--- src/rtl/imem_loader.sv ---
// Byte-stream instruction memory loader: length header, then big-endian words.
// Holds the CPU in reset until the full image has been written.
module imem_loader #(
  parameter int ADDR_WIDTH = 32,
  parameter logic [ADDR_WIDTH-1:0] BASE_ADDR = '0,
  parameter int MAX_WORDS = 256
) (
  input  logic                  clk,
  input  logic                  reset,
  input  logic                  start,
  input  logic                  byte_valid,
  input  logic [7:0]            byte_data,
  output logic                  byte_ready,
  output logic                  mem_we,
  output logic [ADDR_WIDTH-1:0] mem_addr,
  output logic [31:0]           mem_wdata,
  output logic                  cpu_hold,
  output logic                  done,
  output logic                  error
);

  typedef enum logic [2:0] {
    S_IDLE,
    S_LEN_HI,
    S_LEN_LO,
    S_BYTE,
    S_WRITE,
    S_DONE,
    S_ERROR
  } state_t;

  state_t state, state_nxt;

  logic [15:0] len;
  logic [15:0] word_cnt;
  logic [1:0]  byte_idx;
  logic        xfer;
  logic        restart;
  logic [15:0] full_len;
  logic        len_bad;
  logic        last_word;

  assign byte_ready = (state == S_LEN_HI) ||
                      (state == S_LEN_LO) ||
                      (state == S_BYTE);
  assign mem_we     = (state == S_WRITE);
  assign cpu_hold   = (state != S_DONE);
  assign done       = (state == S_DONE);
  assign error      = (state == S_ERROR);

  assign xfer      = byte_valid && byte_ready;
  assign restart   = start && ((state == S_IDLE) ||
                               (state == S_DONE) ||
                               (state == S_ERROR));
  assign full_len  = {len[15:8], byte_data};
  assign len_bad   = (full_len == 16'd0) ||
                     (32'(full_len) > 32'(MAX_WORDS));
  assign last_word = (16'(word_cnt + 16'd1) == len);

  always_ff @(posedge clk) begin
    if (reset) state <= S_IDLE;
    else       state <= state_nxt;
  end

  always_comb begin
    state_nxt = state;
    unique case (state)
      S_IDLE, S_DONE, S_ERROR:
        if (restart) state_nxt = S_LEN_HI;
      S_LEN_HI:
        if (xfer) state_nxt = S_LEN_LO;
      S_LEN_LO:
        if (xfer) state_nxt = len_bad ? S_ERROR : S_BYTE;
      S_BYTE:
        if (xfer && byte_idx == 2'd3) state_nxt = S_WRITE;
      S_WRITE:
        state_nxt = last_word ? S_DONE : S_BYTE;
      default:
        state_nxt = S_IDLE;
    endcase
  end

  always_ff @(posedge clk) begin
    if (reset) begin
      len       <= '0;
      word_cnt  <= '0;
      byte_idx  <= '0;
      mem_addr  <= BASE_ADDR;
      mem_wdata <= '0;
    end else begin
      if (restart) begin
        word_cnt <= '0;
        byte_idx <= '0;
        mem_addr <= BASE_ADDR;
      end
      if (xfer && state == S_LEN_HI) len[15:8] <= byte_data;
      if (xfer && state == S_LEN_LO) len[7:0]  <= byte_data;
      if (xfer && state == S_BYTE) begin
        mem_wdata <= {mem_wdata[23:0], byte_data};
        byte_idx  <= byte_idx + 2'd1;
      end
      // Address advances after the strobe so the write sees a stable address
      if (state == S_WRITE) begin
        word_cnt <= word_cnt + 16'd1;
        mem_addr <= mem_addr + ADDR_WIDTH'(4);
      end
    end
  end

endmodule
--- config.mk ---
export PLATFORM = sky130hd
export DESIGN_NAME = imem_loader
export DESIGN_NICKNAME = d
export VERILOG_FILES = /design/src/rtl/imem_loader.sv
export SDC_FILE = /design/constraint.sdc
export NUM_CORES = 1
export LEC_CHECK = 0
export ABC_AREA = 1
export ABC_CLOCK_PERIOD_IN_PS = 1700
export BUFFER_PORTS_ARGS = -buffer_cell sky130_fd_sc_hd__clkbuf_2
export CAP_MARGIN = 20
export CORE_ASPECT_RATIO = 0.7
export CORE_MARGIN = 1
export CORE_UTILIZATION = 35
export CTS_CLUSTER_SIZE = 30
export DETAILED_ROUTE_END_ITERATION = 10
export GPL_ROUTABILITY_DRIVEN = 0
export PLACE_DENSITY_LB_ADDON = 0.08
export SLEW_MARGIN = 20
export SYNTH_ARGS = -nofsm -noshare
export SYNTH_HDL_FRONTEND = slang
export SYNTH_SLANG_ARGS = --single-unit
export TNS_END_PERCENT = 5
--- constraint.sdc ---
create_clock -name clk -period 1.7 [get_ports clk]
set_input_delay 0.085 -clock clk [delete_from_list [all_inputs] [get_ports clk]]
set_output_delay 0.085 -clock clk [all_outputs]
set_load 0.01 [all_outputs]
==> impl_metrics.csv <==
group,metric,value,unit
setup_path,critPathLaunchType,"flip-flop",
synth,synth_compound_area_share,14.78,%
setup_path,crit_buf_inv,1,
power,power.share.clock,34.9,%
synth,synth-simple-area-share,35.81,%
clock_tree,clk_path_buf_depth,2,
synth,synth_fa_ha_area_share,0.7378,%
die,die_y,102.9,microns
outcome,violations,"negative setup slack",
grt,grt_pass1_vias,4900,
setup_path,path_cells,"nand2_1 > buf_4 > nor2_1 > nand2_1 > nor3_1 > nor2_1 > a311oi_1",
route,drtIter0Drc,383,
power,p_comb_share,23.6,%
die,dieArea,15030,sq um
setup_path,required,1.96,ns
finish,drive_gt1_share,30.01,%
die,die-width,146.1,microns
synth,synth_mux_area_share,0,%
grt,grt_max_degree,49,
grt,grt.total_usage,21.99,%
synth,synth.area.top_cells,"dfxtp_1, nand2_1, nor2_1, nand3_1, a21oi_1",
clock_tree,cts-htree-levels,3,
placement,port_buffers,78,
die,num_io_pins,81,
timing,setup_viol_count_final,19,
timing,finalCritPeriodShare,106.6,%
power,powerDensity,903.6,nW/um^2
finish,areaGrowthSynthToFinish,37.04,%
power,switching_share,33.24,%
placement,dp_hpwl,11.99,mm
grt,grt_overflow,0,
synth,synth_area_leader_cell,"dfxtp_1",
timing,rsz0062_at_grt,"yes",
finish,final_net_count,933,
setup_path,worst_path_largest_cell_delay,0.41,ns
synth,syn_area,5087,sq um
timing,drv_slew,0,
die,fp-row-count,36,
timing,worst_slack,-0.1117,ns
setup_path,path_class,"flip-flop to flip-flop",
timing,tightest_slew,0.5520,ns
route,drtPass1Iterations,5,
route,vias_per_cell,4.999,
route,ant_nets,0,
timing,hold_viol_final,0,
route,routed_wl,16.33,mm
setup_path,cp_data_arrival_time,2.07,ns
die,start_util,36.20,%
synth,postSynth.asyncResetShare,0,%
power,ir_drop,650.2,uV
route,drc,0,
timing,fin_skew,0.007977,ns
power,switching_power,2094,uW
power,p_leak,0.002975,uW
job,drv_cap,0,
clock_tree,cts_tree,"done",
die,coreArea,14050,sq um
clock_tree,cts.sinks,99,
timing,finalCriticalPeriod,1.812,ns
synth,synth_ff_type,"dfxtp_1",
clock_tree,root_buffer,"clkbuf_16",
timing,finalHoldWorstSlack,0.02596,ns
synth,synth_cell_types,44,
grt,grt_pass1_wl,25.54,mm
clock_tree,clk_pin_slew,0.08,ns
setup_path,crit_path_end_kind,"flip-flop",
route,dr_total_vias,5564,
hold_path,hold_class,"input pin to flip-flop",
synth,yosysWarnings,0,
clock_tree,clkLatencyLatePin,0.36,ns
synth,synthDominantCellAreaShare,38.96,%
placement,placed_cells,1086,
power,intPower,4206,uW
clock_tree,numCtsBuffers,9,
synth,synth_edf_count,0,
synth,synth-xor-area-share,2.435,%
timing,max_slew_margin,63.20,%
synth,yosysMostFrequentCell,"nand2_1",
route,wl_per_cell,14.67,microns
synth,synth_area_per_cell,6.783,sq um
setup_path,cp_top_family,"simple AND/OR/NAND/NOR gates",
finish,final_cells,1113,
outcome,outcome,"finished, violations left",
grt,antenna_found_initial,0,
synth,yosysSeqAreaShare,38.96,%
finish,fill_cells,1419,
synth,yosys-top-cells-count,"nand2_1, nor2_1, dfxtp_1",
setup_path,slowest_stage,"dfxtp_1",
synth,syn-instance-count,750,
synth,ys_ff_latch,99,
setup_path,worst-path-max-fanout,4,
synth,synth_top_family_by_area,"simple AND/OR/NAND/NOR gates",
timing,max_freq,0.5520,GHz
finish,antenna_cells,0,
power,p_seq_share,41.4,%
## logic make-up after synthesis
| group | count (synthesis) |
|---|---|
| AO/OA/AOI/OAI | 136 |
| XOR/XNOR | 11 |
| adder cells (fa/ha/maj) | 3 |
| buffers and inverters | 93 |
| flip-flops | 99 |
| other | 1 |
| AND/OR/NAND/NOR | 407 |
## area by class of cell
| cell class | count | area (sq um) | area share, % |
|---|---|---|---|
| clock buffer | 10 | 229.0 | 3.284 |
| clock inverter | 6 | 76.32 | 1.095 |
| inverter | 66 | 251.5 | 3.607 |
| multi-input combinational | 560 | 2962 | 42.48 |
| sequential | 99 | 2001 | 28.70 |
| tap | 190 | 237.7 | 3.410 |
| timing repair buffer | 182 | 1215 | 17.43 |
## final timing paths
| kind | from | to | cells past startpoint | slack (ns) |
|---|---|---|---|---|
| max | mem_addr[10]$_SDFFE_PP0P_ | mem_addr[21]$_SDFFE_PP0P_ | 7 | -0.11 |
| min | byte_data[6] | mem_wdata[6]$_SDFFE_PP0P_ | 3 | 0.03 |
| max reg2reg | mem_addr[10]$_SDFFE_PP0P_ | mem_addr[21]$_SDFFE_PP0P_ | 7 | -0.11 |
| min reg2reg | len[1]$_SDFFE_PP0P_ | len[1]$_SDFFE_PP0P_ | 2 | 0.47 |
## layer usage
metal | global-route usage (%) | share of wire (%) | vias to the layer above | wire length, microns
met3 | 7.257 | 8.2 | 14 | 1339
met1 | 32.31 | 51 | 2553 | 8277
met2 | 30.33 | 40 | 170 | 6546
li1 | - | - | 2827 | -
met4 | 5.609 | 1.0 | 0 | 167
met5 | 0 | 0 | - | 0
## sequential cells by signal, indices dropped and copies added, names as in the netlist
signal     count
state          3
byte_idx       2
mem_wdata     32
word_cnt      16
len           16
mem_addr      30
## stage by stage
stage	utilization (%)	total power, uW	setup slack [ns]	setup TNS, ns	area [sq um]
2_1_floorplan	-	3487	-0.01004	-0.01004	5121
3_3_place_gp	45.37	4090	-0.1094	-0.7389	6376
3_5_place_dp	45.37	4100	-0.1752	-1.101	6376
4_1_cts	48.78	6326	-0.1206	-0.6541	6855
5_1_grt	49.61	6629	-0.2683	-3.786	6972
6_report	49.61	6300	-0.1117	-0.8304	6972
## tightest hold or removal path: cells and delay by family
| kind | cells | cell delay (ns) |
|---|---|---|
| buffers and inverters | 1 | 0.13 |
| AND/OR/NAND/NOR | 2 | 0.13 |
## cells in the final DEF, fill, tap and decap left out, drive strengths merged, types with 14 or more instances in the layout
| master | instances |
|---|---|
| nand4 | 17 |
| clkbuf | 88 |
| inv | 70 |
| o21ai | 57 |
| nand2 | 167 |
| nor3 | 14 |
| buf | 103 |
| dfxtp | 99 |
| a21oi | 59 |
| nor2 | 129 |
| nand3 | 68 |
## power groups by stage
stage	Clock, uW	Combinational, uW	Sequential (uW)
after floorplan	0	844	2640
after global placement	0	1440	2650
after detailed placement	0	1450	2650
after CTS	2250	1470	2600
after global routing	2340	1660	2630
final	2200	1490	2610
## timing repair
item,4_1_cts,5_1_grt
buffers inserted,8,1
pin swaps,15,23
endpoints found under the setup margin,22,37
endpoints found under the hold margin,1,0
gates resized for setup,26,28
gates cloned,1,0
hold buffers,1,0
No activity file was read; power rests on OpenSTA's default activity.
